## config.mk

```make
export PLATFORM = sky130hd
export DESIGN_NAME = cordic_arbiter_flat
export DESIGN_NICKNAME = d
export VERILOG_FILES = /design/src/rtl/cordic_pkg.sv /design/src/rtl/cordic_arbiter_if.sv /design/src/rtl/cordic_rr_arbiter.sv /design/src/rtl/cordic_arbiter.sv /design/src/flat_wrapper.sv
export SDC_FILE = /design/constraint.sdc
export NUM_CORES = 1
export LEC_CHECK = 0
export CAP_MARGIN = 20
export CORE_UTILIZATION = 39
export CTS_BUF_LIST = sky130_fd_sc_hd__clkbuf_4
export CTS_CLUSTER_SIZE = 40
export DETAILED_ROUTE_END_ITERATION = 16
export PLACE_DENSITY_LB_ADDON = 0.08
export SLEW_MARGIN = 0
export SYNTH_ARGS = -nofsm -noshare
export SYNTH_HDL_FRONTEND = slang
export SYNTH_SLANG_ARGS = --single-unit
```

## constraint.sdc

```tcl
create_clock -name clk_i -period 1.73 [get_ports clk_i]
set_input_delay 0.2595 -clock clk_i [delete_from_list [all_inputs] [get_ports clk_i]]
set_output_delay 0.2595 -clock clk_i [all_outputs]
set_load 0.005 [all_outputs]
```

## src/rtl/cordic_pkg.sv

```systemverilog
// cordic_pkg: shared constants and FSM encoding for the CORDIC request arbiter.
package cordic_pkg;

  localparam int unsigned N_FRAC_DEF = 7;
  localparam int unsigned ID_W       = 1;
  localparam int unsigned CNT_W      = 8;

  typedef enum logic [1:0] {
    IDLE   = 2'd0,
    LAUNCH = 2'd1,
    WAIT   = 2'd2,
    HOLD   = 2'd3
  } state_t;

endpackage

```

## src/rtl/cordic_arbiter_if.sv

```systemverilog
// cordic_arbiter_if: requester, core and result signals of the CORDIC arbiter.
// slave = arbiter side, master = surrounding requesters/core/consumer.
interface cordic_arbiter_if #(
  parameter int unsigned W = 8
) ();

  logic         req0_valid_i;
  logic         req0_ready_o;
  logic [W-1:0] req0_x_i;
  logic [W-1:0] req0_y_i;
  logic [W-1:0] req0_z_i;

  logic         req1_valid_i;
  logic         req1_ready_o;
  logic [W-1:0] req1_x_i;
  logic [W-1:0] req1_y_i;
  logic [W-1:0] req1_z_i;

  logic [W-1:0] core_x_o;
  logic [W-1:0] core_y_o;
  logic [W-1:0] core_z_o;
  logic         core_start_o;
  logic [W-1:0] core_x_i;
  logic [W-1:0] core_y_i;
  logic [W-1:0] core_z_i;
  logic         core_done_i;

  logic         res_valid_o;
  logic         res_ready_i;
  logic [W-1:0] res_x_o;
  logic [W-1:0] res_y_o;
  logic [W-1:0] res_z_o;
  logic         res_id_o;
  logic         res_err_o;

  modport slave (
    input  req0_valid_i, req0_x_i, req0_y_i, req0_z_i,
    input  req1_valid_i, req1_x_i, req1_y_i, req1_z_i,
    input  core_x_i, core_y_i, core_z_i, core_done_i,
    input  res_ready_i,
    output req0_ready_o, req1_ready_o,
    output core_x_o, core_y_o, core_z_o, core_start_o,
    output res_valid_o, res_x_o, res_y_o, res_z_o, res_id_o, res_err_o
  );

  modport master (
    output req0_valid_i, req0_x_i, req0_y_i, req0_z_i,
    output req1_valid_i, req1_x_i, req1_y_i, req1_z_i,
    output core_x_i, core_y_i, core_z_i, core_done_i,
    output res_ready_i,
    input  req0_ready_o, req1_ready_o,
    input  core_x_o, core_y_o, core_z_o, core_start_o,
    input  res_valid_o, res_x_o, res_y_o, res_z_o, res_id_o, res_err_o
  );

endinterface

```

## src/rtl/cordic_rr_arbiter.sv

```systemverilog
// cordic_rr_arbiter: one-hot grant between two requesters.
// Optional: CORDIC_ARB_ROUND_ROBIN_EN breaks ties toward the channel not served last;
// otherwise channel 0 always wins a tie.
module cordic_rr_arbiter (
  input  logic [1:0] i_valid,
`ifdef CORDIC_ARB_ROUND_ROBIN_EN
  input  logic       i_last,
`endif
  output logic [1:0] o_grant_c
);

  // A lone valid channel is always granted; only ties need a policy.
  always_comb begin
    o_grant_c = i_valid;
    if (i_valid == 2'b11) begin
`ifdef CORDIC_ARB_ROUND_ROBIN_EN
      o_grant_c = i_last ? 2'b01 : 2'b10;
`else
      o_grant_c = 2'b01;
`endif
    end
  end

endmodule

```

## src/rtl/cordic_arbiter.sv

```systemverilog
// cordic_arbiter: sequences two requesters onto one shared CORDIC core with a
// completion timeout. Pure sequencer, no arithmetic.
// Optional: CORDIC_ARB_ROUND_ROBIN_EN enables round-robin tie breaking.
module cordic_arbiter
  import cordic_pkg::*;
#(
  parameter int unsigned N_FRAC         = N_FRAC_DEF,
  parameter int unsigned TIMEOUT_CYCLES = 15
) (
  input  logic            clk_i,
  input  logic            rst_i,
  cordic_arbiter_if.slave bus
);

  localparam int unsigned W = N_FRAC + 1;

  state_t          r_state;
  state_t          w_state_nxt;
  logic [1:0]      w_valid;
  logic [1:0]      w_grant;
  logic            w_hs;
  logic            w_done;
  logic            w_tmo;

  logic [W-1:0]    r_op_x;
  logic [W-1:0]    r_op_y;
  logic [W-1:0]    r_op_z;
  logic [ID_W-1:0] r_id;
  logic            r_start;
  logic [CNT_W-1:0] r_cnt;

  logic            r_res_valid;
  logic [W-1:0]    r_res_x;
  logic [W-1:0]    r_res_y;
  logic [W-1:0]    r_res_z;
  logic [ID_W-1:0] r_res_id;
  logic            r_res_err;

`ifdef CORDIC_ARB_ROUND_ROBIN_EN
  logic            r_last;
`endif

  assign w_valid = {bus.req1_valid_i, bus.req0_valid_i};

  cordic_rr_arbiter u_rr (
    .i_valid   (w_valid),
`ifdef CORDIC_ARB_ROUND_ROBIN_EN
    .i_last    (r_last),
`endif
    .o_grant_c (w_grant)
  );

  // Ready is combinational so the requester sees acceptance in the same cycle.
  assign bus.req0_ready_o = (r_state == IDLE) && w_grant[0];
  assign bus.req1_ready_o = (r_state == IDLE) && w_grant[1];

  assign bus.core_x_o     = r_op_x;
  assign bus.core_y_o     = r_op_y;
  assign bus.core_z_o     = r_op_z;
  assign bus.core_start_o = r_start;
  assign bus.res_valid_o  = r_res_valid;
  assign bus.res_x_o      = r_res_x;
  assign bus.res_y_o      = r_res_y;
  assign bus.res_z_o      = r_res_z;
  assign bus.res_id_o     = r_res_id;
  assign bus.res_err_o    = r_res_err;

  // FSM state register.
  always_ff @(posedge clk_i or posedge rst_i) begin
    if (rst_i) r_state <= IDLE;
    else       r_state <= w_state_nxt;
  end

  // Next state; done is checked before the timeout so it wins a tie.
  always_comb begin
    w_state_nxt = r_state;
    w_hs        = 1'b0;
    w_done      = 1'b0;
    w_tmo       = 1'b0;
    case (r_state)
      IDLE: begin
        if (|w_grant) begin
          w_hs        = 1'b1;
          w_state_nxt = LAUNCH;
        end
      end
      LAUNCH: w_state_nxt = WAIT;
      WAIT: begin
        if (bus.core_done_i) begin
          w_done      = 1'b1;
          w_state_nxt = HOLD;
        end else if (r_cnt == CNT_W'(TIMEOUT_CYCLES - 1)) begin
          w_tmo       = 1'b1;
          w_state_nxt = HOLD;
        end
      end
      HOLD: begin
        if (bus.res_ready_i) w_state_nxt = IDLE;
      end
      default: w_state_nxt = IDLE;
    endcase
  end

  // Operand capture on handshake, start strobe for the single LAUNCH cycle.
  always_ff @(posedge clk_i or posedge rst_i) begin
    if (rst_i) begin
      r_op_x  <= '0;
      r_op_y  <= '0;
      r_op_z  <= '0;
      r_id    <= '0;
      r_start <= 1'b0;
    end else begin
      r_start <= (w_state_nxt == LAUNCH);
      if (w_hs) begin
        r_id <= ID_W'(w_grant[1]);
        if (w_grant[1]) begin
          r_op_x <= bus.req1_x_i;
          r_op_y <= bus.req1_y_i;
          r_op_z <= bus.req1_z_i;
        end else begin
          r_op_x <= bus.req0_x_i;
          r_op_y <= bus.req0_y_i;
          r_op_z <= bus.req0_z_i;
        end
      end
    end
  end

`ifdef CORDIC_ARB_ROUND_ROBIN_EN
  // Remember which channel was served last for tie breaking.
  always_ff @(posedge clk_i or posedge rst_i) begin
    if (rst_i)     r_last <= 1'b1;
    else if (w_hs) r_last <= w_grant[1];
  end
`endif

  // Wait counter: 0 in the first WAIT cycle, cleared everywhere else.
  always_ff @(posedge clk_i or posedge rst_i) begin
    if (rst_i)                 r_cnt <= '0;
    else if (r_state == WAIT)  r_cnt <= r_cnt + CNT_W'(1);
    else                       r_cnt <= '0;
  end

  // Result register: loaded on done or timeout, held through HOLD.
  always_ff @(posedge clk_i or posedge rst_i) begin
    if (rst_i) begin
      r_res_valid <= 1'b0;
      r_res_x     <= '0;
      r_res_y     <= '0;
      r_res_z     <= '0;
      r_res_id    <= '0;
      r_res_err   <= 1'b0;
    end else begin
      r_res_valid <= (w_state_nxt == HOLD);
      if (w_done) begin
        r_res_x   <= bus.core_x_i;
        r_res_y   <= bus.core_y_i;
        r_res_z   <= bus.core_z_i;
        r_res_id  <= r_id;
        r_res_err <= 1'b0;
      end else if (w_tmo) begin
        r_res_x   <= '0;
        r_res_y   <= '0;
        r_res_z   <= '0;
        r_res_id  <= r_id;
        r_res_err <= 1'b1;
      end
    end
  end

endmodule
```

## src/flat_wrapper.sv

```systemverilog
// flat-port wrapper written by rule: the top's interface ports become plain ports
module cordic_arbiter_flat import cordic_pkg::*;
#(
  parameter int unsigned N_FRAC         = N_FRAC_DEF,
  parameter int unsigned TIMEOUT_CYCLES = 15
)
  (clk_i, rst_i, bus_req0_valid_i, bus_req0_x_i, bus_req0_y_i, bus_req0_z_i, bus_req1_valid_i, bus_req1_x_i, bus_req1_y_i, bus_req1_z_i, bus_core_x_i, bus_core_y_i, bus_core_z_i, bus_core_done_i, bus_res_ready_i, bus_req0_ready_o, bus_req1_ready_o, bus_core_x_o, bus_core_y_o, bus_core_z_o, bus_core_start_o, bus_res_valid_o, bus_res_x_o, bus_res_y_o, bus_res_z_o, bus_res_id_o, bus_res_err_o);
  cordic_arbiter_if bus_i ();
  input  logic clk_i;
  input  logic rst_i;
  input wire logic [$bits(bus_i.req0_valid_i)-1:0] bus_req0_valid_i;
  input wire logic [$bits(bus_i.req0_x_i)-1:0] bus_req0_x_i;
  input wire logic [$bits(bus_i.req0_y_i)-1:0] bus_req0_y_i;
  input wire logic [$bits(bus_i.req0_z_i)-1:0] bus_req0_z_i;
  input wire logic [$bits(bus_i.req1_valid_i)-1:0] bus_req1_valid_i;
  input wire logic [$bits(bus_i.req1_x_i)-1:0] bus_req1_x_i;
  input wire logic [$bits(bus_i.req1_y_i)-1:0] bus_req1_y_i;
  input wire logic [$bits(bus_i.req1_z_i)-1:0] bus_req1_z_i;
  input wire logic [$bits(bus_i.core_x_i)-1:0] bus_core_x_i;
  input wire logic [$bits(bus_i.core_y_i)-1:0] bus_core_y_i;
  input wire logic [$bits(bus_i.core_z_i)-1:0] bus_core_z_i;
  input wire logic [$bits(bus_i.core_done_i)-1:0] bus_core_done_i;
  input wire logic [$bits(bus_i.res_ready_i)-1:0] bus_res_ready_i;
  output wire logic [$bits(bus_i.req0_ready_o)-1:0] bus_req0_ready_o;
  output wire logic [$bits(bus_i.req1_ready_o)-1:0] bus_req1_ready_o;
  output wire logic [$bits(bus_i.core_x_o)-1:0] bus_core_x_o;
  output wire logic [$bits(bus_i.core_y_o)-1:0] bus_core_y_o;
  output wire logic [$bits(bus_i.core_z_o)-1:0] bus_core_z_o;
  output wire logic [$bits(bus_i.core_start_o)-1:0] bus_core_start_o;
  output wire logic [$bits(bus_i.res_valid_o)-1:0] bus_res_valid_o;
  output wire logic [$bits(bus_i.res_x_o)-1:0] bus_res_x_o;
  output wire logic [$bits(bus_i.res_y_o)-1:0] bus_res_y_o;
  output wire logic [$bits(bus_i.res_z_o)-1:0] bus_res_z_o;
  output wire logic [$bits(bus_i.res_id_o)-1:0] bus_res_id_o;
  output wire logic [$bits(bus_i.res_err_o)-1:0] bus_res_err_o;
  assign bus_i.req0_valid_i = bus_req0_valid_i;
  assign bus_i.req0_x_i = bus_req0_x_i;
  assign bus_i.req0_y_i = bus_req0_y_i;
  assign bus_i.req0_z_i = bus_req0_z_i;
  assign bus_i.req1_valid_i = bus_req1_valid_i;
  assign bus_i.req1_x_i = bus_req1_x_i;
  assign bus_i.req1_y_i = bus_req1_y_i;
  assign bus_i.req1_z_i = bus_req1_z_i;
  assign bus_i.core_x_i = bus_core_x_i;
  assign bus_i.core_y_i = bus_core_y_i;
  assign bus_i.core_z_i = bus_core_z_i;
  assign bus_i.core_done_i = bus_core_done_i;
  assign bus_i.res_ready_i = bus_res_ready_i;
  assign bus_req0_ready_o = bus_i.req0_ready_o;
  assign bus_req1_ready_o = bus_i.req1_ready_o;
  assign bus_core_x_o = bus_i.core_x_o;
  assign bus_core_y_o = bus_i.core_y_o;
  assign bus_core_z_o = bus_i.core_z_o;
  assign bus_core_start_o = bus_i.core_start_o;
  assign bus_res_valid_o = bus_i.res_valid_o;
  assign bus_res_x_o = bus_i.res_x_o;
  assign bus_res_y_o = bus_i.res_y_o;
  assign bus_res_z_o = bus_i.res_z_o;
  assign bus_res_id_o = bus_i.res_id_o;
  assign bus_res_err_o = bus_i.res_err_o;
  cordic_arbiter #(.N_FRAC(N_FRAC), .TIMEOUT_CYCLES(TIMEOUT_CYCLES)) u_core (.clk_i(clk_i), .rst_i(rst_i), .bus(bus_i));
endmodule
```

==> results <==
[sequential cells by signal, indices dropped and copies added (netlist names), 2 cells and up]
signal / count
u_core.bus.core_y_o: 8
u_core.bus.core_z_o: 8
u_core.bus.res_z_o: 8
u_core.r_state: 2
u_core.bus.res_x_o: 8
u_core.r_cnt: 8
u_core.bus.core_x_o: 8
u_core.bus.res_y_o: 8
[critical path: stages (launching register included)]
cell and delay, ps:
dfrtp_2 430, nor2_4 110, buf_4 120, buf_4 100
buf_4 110, o21ai_2 80, inv_4 120, clkbuf_16 160
mux2_2 330
[worst min path at each step]
stage / startpoint / slack (ps) / endpoint / depth (start not counted)
final: rst_i / 210 / u_core.bus.res_y_o[2] / 2
after global placement: u_core.bus.core_z_o[3] / 490 / u_core.bus.core_z_o[3] / 1
after floorplan: bus_res_ready_i / 350 / u_core.bus.res_valid_o / 1
after detailed placement: u_core.bus.core_x_o[4] / 500 / u_core.bus.core_x_o[4] / 1
after global routing: rst_i / 220 / u_core.bus.res_y_o[2] / 2
after CTS: rst_i / 200 / u_core.bus.res_y_o[2] / 2
[cell usage in the layout, fill, tap and decap left out, types with 3 or more instances in the layout]
cell and instances:
clkdlybuf4s50_1 129, buf_4 13, buf_12 6, clkbuf_4 10, dfrtp_1 61, mux2_4 19
inv_1 3, nand3_1 5, nand2_1 4, clkbuf_16 3, clkinv_1 3, nor2_1 7
a221o_1 24, and2_1 25, mux2_2 29, a21oi_1 6
[area by class of cell]
cell class | count | area [sq um] | share of cell area, %
multi-input cells | 146 | 1340 | 27.9
clock inverters | 6 | 51.3 | 1.07
inverters | 5 | 25.0 | 0.520
flip-flops and latches | 63 | 1580 | 32.8
well taps | 99 | 124 | 2.57
clock buffers | 10 | 75.1 | 1.56
repair buffers | 154 | 1610 | 33.6
[stage by stage]
step | area, sq um | instances | TNS, ps
floorplan | 3030 | 227 | 0
global placement | 4530 | 456 | -2430
detailed placement | 4530 | 456 | -3000
CTS | 4700 | 477 | 0
global route | 4810 | 483 | -5.66
finish | 4810 | 483 | 0
[what timing repair did]
action	CTS	global route
pin swaps	1	1
buffers inserted	5	2
gates resized for setup	4	7
cloned	0	4
setup endpoints to repair	2	26
[synthesized netlist by cell type (all sizes together) (2+ instances only)]
library cell and count:
or3 2, mux2 48, clkbuf 2, inv 5, nand2 4, dfrtp 63
ha 2, xor2 2, o21ai 3, a21oi 7, nor2 8, nand3 5
buf 11, nor2b 2, a221o 24, and4b 2, and2 27
[logic make-up after synthesis]
kind of cell    after synthesis  synth area share [%]
fa+ha+maj                     2                 0.828
buf+inv                      18                  4.10
compound gates               38                  10.8
xor+xnor                      3                 0.870
mux                          48                  20.2
flops                        63                  52.2
simple gates                 55                  11.0
[per-layer routing]
metal	up-vias	global-route usage (%)	wire length, um
li1	1140	-	-
met5	-	0	0
met4	0	7.53	151
met1	1163	25.6	3360
met2	88	30.0	3650
met3	14	3.81	416
[power breakdown]
| group | switching [W] | internal, W |
|---|---|---|
| Combinational | 0.00115 | 0.00236 |
| Sequential | 0.000425 | 0.00215 |
| Clock | 0.000524 | 0.000439 |
==> flow_summary_export.csv <==
group,metric,value,unit
run_status,status,"complete, no violations",
critical_path,critPathRequiredTime,2010,ps
global_routing,grt_max_degree,34,
timing,max_freq,601,MHz
power,ir_drop,806,uV
synth,ys_warn_count,0,
die,core_area,0.00737,sq mm
routing,wl_per_cell,15.7,um
timing,layout_setup_ws,65.7,ps
placed_design,post-place-ws,-153,ps
die,rows,31,
timing,timing.final.crit_share,96.2,%
critical_path,worst-r2r-setup-slack,70,ps
placed_design,io_buffer_count,131,
cts,cts_tree,"built",
critical_path,crit_path_end,"u_core.bus.core_x_o[5]",
routing,avgViaCountPerCell,4.98,
layout,drive_gt1_share,25.0,%
power,p_total,0.00705,W
synth,avgSynthCellArea,13.3,sq um
layout,antenna_cells,0,
timing,setup_viol,0,
layout,syn_to_final_growth,59.2,%
die,pin_count,132,
timing,finalHoldViolCount,0,
routing,drc,0,
synth,yosys-top-cells-area,"dfrtp_1, mux2_2, mux2_4",
timing,min_period,1660,ps
global_routing,grt_pass1_vias,2406,
layout,fin_util,65.3,%
critical_path,startpoint,"u_core.r_state[0]",
global_routing,grtUsageTotal,19.0,%
placed_design,gp_congestion,0.749,
die,start_util,41.0,%
routing,antenna_left,0,
run,drv_cap,0,
timing,max-slew-margin-rel,71.5,%
cts,ctsRootBufferMaster,"clkbuf_4",
synth,postSynthCellCount,227,
critical_path,worstPathMaxFanout,6,
cts,path_clk_slew,110,ps
critical_path,timing.rr.start,"u_core.r_state[0]",
cts,hold_buffers,0,
synth,ys_seq_elements,63,
global_routing,grt-ovfl-total,0,
routing,wirelength,7570,um
die,die_h,90.0,um
power,p_per_area,1460,mW/mm^2
timing,clock_skew,11.6,ps
critical_path,worstSetupEndpointType,"flip-flop",
synth,syn_nets,307,
cts,cts_made_buffers,9,
cts,cts.path.max_buffers,2,
layout,nets,459,
synth,synth_edf_count,0,
timing,max_slew.worst_pin.slew,426,ps
die,die-area,0.00810,sq mm
die,die_x,90.0,um
cts,clock_latency,390,ps
routing,dr_total_vias,2405,
cts,clock_sinks,63,
synth,synth_seq_area_share,52.2,%
synth,yosysTopAreaCell,"dfrtp_1",
cts,h-tree-depth,3,
synth,syn_area,0.00302,sq mm
hold_path,hold_class,"in2async",
synth,synth.distinct_cells,35,
synth,async_flop_share,100,%
timing,whs,207,ps
placed_design,dp_hpwl,4980,um
timing,slew_violations,0,
critical_path,path_class,"reg2reg",
global_routing,antenna_found_initial,0,
global_routing,grt_pass1_wl,12300,um
power,power_leakage,2.01,nW
critical_path,critPathLaunchType,"flip-flop",
critical_path,reg2regPathDepth,8,
critical_path,reg2reg_to,"u_core.bus.core_x_o[5]",
synth,synthFlopType,"dfrtp_1",
layout,fillCellCount,573,
routing,initialDrtViolationCount,32,
critical_path,cp.arrival,1950,ps
synth,synth_top_area_share,52.2,%
routing,dr.pass1.iters,4,
Power figures use the tool's default switching activity.
==> variant 1 (config.mk and constraints unchanged) <==
Set the package constant `CNT_W` to 10 (it was 8).
--- a/src/rtl/cordic_pkg.sv
+++ b/src/rtl/cordic_pkg.sv
@@ -5,3 +5,3 @@
   localparam int unsigned ID_W       = 1;
-  localparam int unsigned CNT_W      = 8;
+  localparam int unsigned CNT_W      = 10;
 
Function: no difference found for any inputs over 10 cycles, from zero or initial values and one cycle with rst_i high; that may be too few to reach the edited logic, so the function may still have changed.
==> variant 1 against the unedited design <==
- first-iteration DRC count increased to 2.6 times the old value
- routed wire length down 3.7%
- setup slack better by 0.92 ps
- die area shrank 1.9%
- total power decreased by 8.8%
- final area shrank 3.3%
- global-route usage is 0.56 points lower
- highest routed layer unchanged
- maximum frequency about the same
- sequential cell count grew 2
- non-clock buffer count down 5
- synthesized area decreased by 1.9%
- hold slack got worse by 27 ps
==> variant 1: results (changes against the unedited design) <==
| Metric | Value |
|---|---|
| Run status | `complete, no violations` |
| Crit path max-delay family | `flip-flops` |
| Net count, final | `485 (+5.7%)` |
| Post-Synthesis Cells | `260 (+15%)` |
| Layout cells sized above 1 | `20.7% (-4.3 points)` |
| Critical Path AT | `1400 ps (-550 ps)` |
| Global-route wire length before repair | `11200 um (-9.2%)` |
| Cts bufs inserted | `9 (unchanged)` |
| Worst Clk Skew | `9.60 ps (-1.98 ps)` |
| Detailed Route WL | `7290 um (-3.7%)` |
| Placer congestion estimate | `0.752 (+0.44%)` |
| Top cells by area, synth | `dfrtp_1 55%, mux2_2 19%, nand2_1 6.5%` |
| Synth cell types | `34 (-2.9%)` |
| Yosys Warn Count | `0 (unchanged)` |
| # H-tree levels | `3 (unchanged)` |
| Fillers | `624 (+8.9%)` |
| Worst-path maximum fanout | `3 (-3)` |
| Min cycle time layout | `1660 ps (-0.921 ps)` |
| Vias in the first global route | `2405 (-0.042%)` |
| Hold Path Class | `in -> async` |
| HPWL Detailed | `5200 um (+4.3%)` |
| 1st-iter DRT viols | `83 (+160%)` |
| Synthesized Nets | `340 (+11%)` |
| List of most frequent post-synthesis cells | `65 x dfrtp_1, 51 x nand2_1, 49 x mux2_2, 26 x o21ai_0` |
| Vias | `2488 (+3.5%)` |
| Drt wl/cell | `14.3 um (-8.6%)` |
| Pin count of the biggest net entering global routing | `35 (+2.9%)` |
| Pleak | `1.95 nW (-3.2%)` |
| Most flops, register | `u_core.r_cnt` |
| Sequential share of the synthesized area | `54.9% (+2.7 points)` |
| Gr ovfl total | `0 (unchanged)` |
| Pre-CTS setup slack | `-188 ps (-34.6 ps)` |
| Worst-Margin Slew | `350 ps (-76.2 ps)` |
| Internal cell power | `4.59 mW (-7.4%)` |
| VDD IR max | `0.768 mV (-4.7%)` |
| R2R cell count | `6 (-2)` |
| Initial core utilization | `40.6% (-0.37 points)` |
| CP max-delay cell | `dfrtp_1` |
| GR Util All Layers | `18.4% (-0.56 points)` |
variant 1: what timing repair did:
item                                    in CTS  in global routing
endpoints found under the setup margin       2                  7
buffers inserted                             4                  0
resized for setup                            5                  2
cloned                                       0                  0
pin swaps                                    1                  0
variant 1: through the flow:
step	cell area [um2]	TNS, ps	util, %	hold WS [ps]
floorplan	2970	0	-	376
global placement	4450	-3180	61.0	474
detailed placement	4450	-4230	61.0	486
CTS	4650	0	63.7	163
global route	4650	0	63.8	171
finish	4650	0	63.8	180
variant 1: power groups by stage:
stage          Clock [mW]  Sequential, mW  Combinational, mW
4_1_cts              1.16            2.51               2.84
2_1_floorplan           0            2.57               1.02
3_5_place_dp            0            2.53               2.78
3_3_place_gp            0            2.50               2.73
6_report             1.12            2.51               2.80
5_1_grt              1.24            2.58               3.06
variant 1: kinds of logic after synthesis:
logic type	count (synthesis)	synth area share, %
xor+xnor	3	0.887
buf+inv	18	4.48
compound gates	39	7.18
simple gates	84	13.1
mux	49	18.6
fa+ha+maj	2	0.844
flops	65	54.9
variant 1: worst paths after layout:
check	start	endpoint
min	rst_i	u_core.bus.core_y_o[3]$_DFFE_PP0P_
max in group asynchronous	rst_i	u_core.bus.res_x_o[7]$_DFFE_PP0P_
min reg2reg	u_core.bus.core_y_o[4]$_DFFE_PP0P_	u_core.bus.core_y_o[4]$_DFFE_PP0P_
max reg2reg	u_core.r_state[0]$_DFF_PP0_	u_core.bus.core_x_o[5]$_DFFE_PP0P_
max	u_core.r_state[0]$_DFF_PP0_	bus_req0_ready_o
min in group clk_i	bus_core_x_i[1]	u_core.bus.res_x_o[1]$_DFFE_PP0P_
variant 1: area by class of cell:
type / count / area (um2) / share of cell area (%)
flip-flops and latches: 65 / 1630 / 34.9
repair buffers: 149 / 1510 / 32.4
clock buffers: 10 / 75.1 / 1.61
clock inverters: 6 / 82.6 / 1.77
well taps: 99 / 124 / 2.66
inverters: 3 / 15.0 / 0.323
multi-input cells: 177 / 1220 / 26.3
variant 1: layer usage:
layer / vias to the layer above / part of all wire [%] / global-route usage [%]
met2: 94 / 46 / 29.8
met5: - / 0 / 0
met4: 0 / 1.8 / 8.23
li1: 1181 / - / -
met1: 1202 / 43 / 23.5
met3: 11 / 8.8 / 4.71
==> variant 2 (same flow settings) <==
Made on the original files. Encoding of `state_t`: now one-hot (4 bits for 4 states).
--- a/src/rtl/cordic_pkg.sv
+++ b/src/rtl/cordic_pkg.sv
@@ -7,7 +7,7 @@
 
-  typedef enum logic [1:0] {
-    IDLE   = 2'd0,
-    LAUNCH = 2'd1,
-    WAIT   = 2'd2,
-    HOLD   = 2'd3
+  typedef enum logic [3:0] {
+    IDLE   = 4'b0001,
+    LAUNCH = 4'b0010,
+    WAIT   = 4'b0100,
+    HOLD   = 4'b1000
   } state_t;
Behaviour: same outputs for any inputs over 10 cycles, from zero or initial values and one cycle with rst_i high; not proved beyond that.
==> variant 2 against the unedited design <==
- the flow now finishes with violations (negative setup slack)
- final area down 7.5%
- sequential cell count up 2
- routed wire length fell by 13%
- setup slack worse by 120 ps
- hold slack better by 78 ps
- non-clock buffer count decreased by 6
- synthesized area down 6.9%
- maximum frequency is 6.6% lower
- total power shrank 11%
==> variant 2: results (changes against the unedited design) <==
| Metric | Value |
|---|---|
| Sequential share of the synthesized area | `57.8% (+5.7 points)` |
| Placer congestion estimate | `0.714 (-4.7%)` |
| Pre-CTS setup slack | `-70.7 ps (+82.4 ps)` |
| Pin count of the biggest net entering global routing | `66 (+94%)` |
| Post-synthesis compound-gate area fraction | `14.7% (+4.0 points)` |
| Hold Path Class | `in -> async` |
| Root Driver | `clkbuf_4` |
| Net count, final | `457 (-0.44%)` |
| Run status | `complete, but fails checks` |
| Largest buffer count on any clock path | `2 (unchanged)` |
| Global-route wire length before repair | `10200 um (-17%)` |
| # H-tree levels | `3 (unchanged)` |
| Top cells by area, synth | `dfrtp_1 57%, mux2i_1 8.5%, a22o_2 6.4%` |
| Drt wl/cell | `13.8 um (-12%)` |
| HPWL Detailed | `4650 um (-6.7%)` |
| Cts bufs inserted | `9 (unchanged)` |
| Synth cell types | `35 (unchanged)` |
| Synthesized Nets | `313 (+2.0%)` |
| Vias | `2260 (-6.0%)` |
| # port buffers | `131 (unchanged)` |
| Final setup violation count | `1 (+1)` |
| Fillers | `574 (+0.17%)` |
| Worst Clk Skew | `20.1 ps (+8.50 ps)` |
| Synth Area in Adders | `0.889% (+0.061 points)` |
| Worst-Margin Slew | `408 ps (-18.1 ps)` |
| Layout cells sized above 1 | `17.0% (-8.0 points)` |
| Mux cell area share after synthesis | `8.94% (-11 points)` |
| GR Util All Layers | `17.8% (-1.2 points)` |
| XOR/XNOR Fraction of Synth Area | `1.56% (+0.69 points)` |
| Internal cell power | `4.40 mW (-11%)` |
| Setup TNS Final | `-52.3 ps (-52.3 ps)` |
| Async set or reset register ratio after synthesis | `100% (unchanged)` |
| VDD IR max | `0.655 mV (-19%)` |
| CP peak stage delay | `550 ps (+120 ps)` |
| Initial antenna violation count | `0 (unchanged)` |
| PD cells | `1410 nW/um2 (-3.8%)` |
| Vias in the first global route | `2142 (-11%)` |
| Detailed-router iteration count before antenna repair | `4 (unchanged)` |
| CTS clk-pin slew, worst paths | `110 ps (about the same)` |
| Placed cell areas | `4280 um2 (-5.4%)` |
| Failing checks | `negative setup slack` |
| Crit path max-delay family | `flip-flops` |
| 1st-iter DRT viols | `91 (+180%)` |
| # diodes | `0 (unchanged)` |
| Worst-path maximum fanout | `2 (-4)` |
| CP max-delay cell | `dfstp_2` |
| Yosys Warn Count | `0 (unchanged)` |
| Skew-Pair Late Insertion Delay | `400 ps` |
| List of most frequent post-synthesis cells | `64 x dfrtp_1, 29 x nand2_1, 24 x mux2i_1, 18 x a22o_2, 18 x o21ai_0` |
| Pleak | `1.95 nW (-3.0%)` |
| Final worst slack | `-52.3 ps (-118 ps)` |
variant 2: changes by cell type after synthesis, sizes merged, moves of 3 or more:
cell	unedited run	this run
and2	27	4
mux2i	0	24
mux2	48	1
o21ai	3	28
a221o	24	0
nand2	4	30
a22o	0	24
a21oi	7	4
clkbuf	2	5
nand3	5	1
variant 2: worst register-to-register path: stages, from the launching register on:
cell and delay [ps]:
dfstp_2 550, nor4b_4 210, buf_4 160, buf_4 90, buf_4 110, o21ai_4 60
buf_12 170, nand2_1 80, o21ai_0 80
variant 2: cell type report:
| class | instances | area share, % |
|---|---|---|
| Timing Repair Buffer | 148 | 33.4 |
| Inverter | 5 | 0.506 |
| Sequential cell | 65 | 36.6 |
| Tap cell | 96 | 2.70 |
| Clock inverter | 7 | 1.60 |
| Clock buffer | 9 | 1.52 |
| Multi-Input combinational cell | 148 | 23.7 |
variant 2: path summary, 6_finish.rpt:
path / start / end / slack (ps) / cells after the start
max: u_core.r_state[0]$_DFF_PP1_ / bus_req0_ready_o / -50 / 4
min: rst_i / u_core.bus.res_y_o[4]$_DFFE_PP0P_ / 290 / 3
max reg2reg: u_core.r_state[0]$_DFF_PP1_ / u_core.bus.core_x_o[0]$_DFFE_PP0P_ / 120 / 8
min reg2reg: u_core.bus.core_z_o[2]$_DFFE_PP0P_ / u_core.bus.core_z_o[2]$_DFFE_PP0P_ / 490 / 2
max in group asynchronous: rst_i / u_core.r_state[0]$_DFF_PP1_ / 1110 / 3
min in group clk_i: bus_core_x_i[0] / u_core.bus.res_x_o[0]$_DFFE_PP0P_ / 460 / 2
variant 2: layer usage:
layer  vias to the layer above  GRT usage (%)  wire length, um
met4                         0           9.39              128
met3                        12           5.78              562
met2                        89           27.2             3030
met1                      1046           22.6             2880
li1                       1113              -                -
met5                         -              0                0
variant 2: power groups by stage:
stage,clock network (mW),logic [mW],registers [mW]
finish,1.01,2.81,2.46
global route,1.11,3.08,2.53
CTS,1.05,2.81,2.46
detailed placement,0,2.76,2.49
global placement,0,2.72,2.47
floorplan,0,0.979,2.56
variant 2: timing repair:
item | CTS | global route
resized for setup | 10 | 0
setup endpoints to repair | 2 | 2
setup buffers | 2 | 2
pin swaps | 2 | 0
variant 2: kinds of logic (layout without fill, tap and decap cells):
kind of cell               count (synthesis)  count (layout)
buffers and inverters                     20             169
AOI/OAI and AO/OA                         58              58
xor gates and xnor gates                   5               5
adders and majority gates                  2               2
DFF                                       65              65
muxes                                     25              25
and+or+nand+nor                           58              58
variant 2: stage by stage:
stage          power (mW)  cells
2_1_floorplan        3.54    233
5_1_grt              6.73    478
3_3_place_gp         5.19    458
6_report             6.27    478
3_5_place_dp         5.25    458
4_1_cts              6.32    476
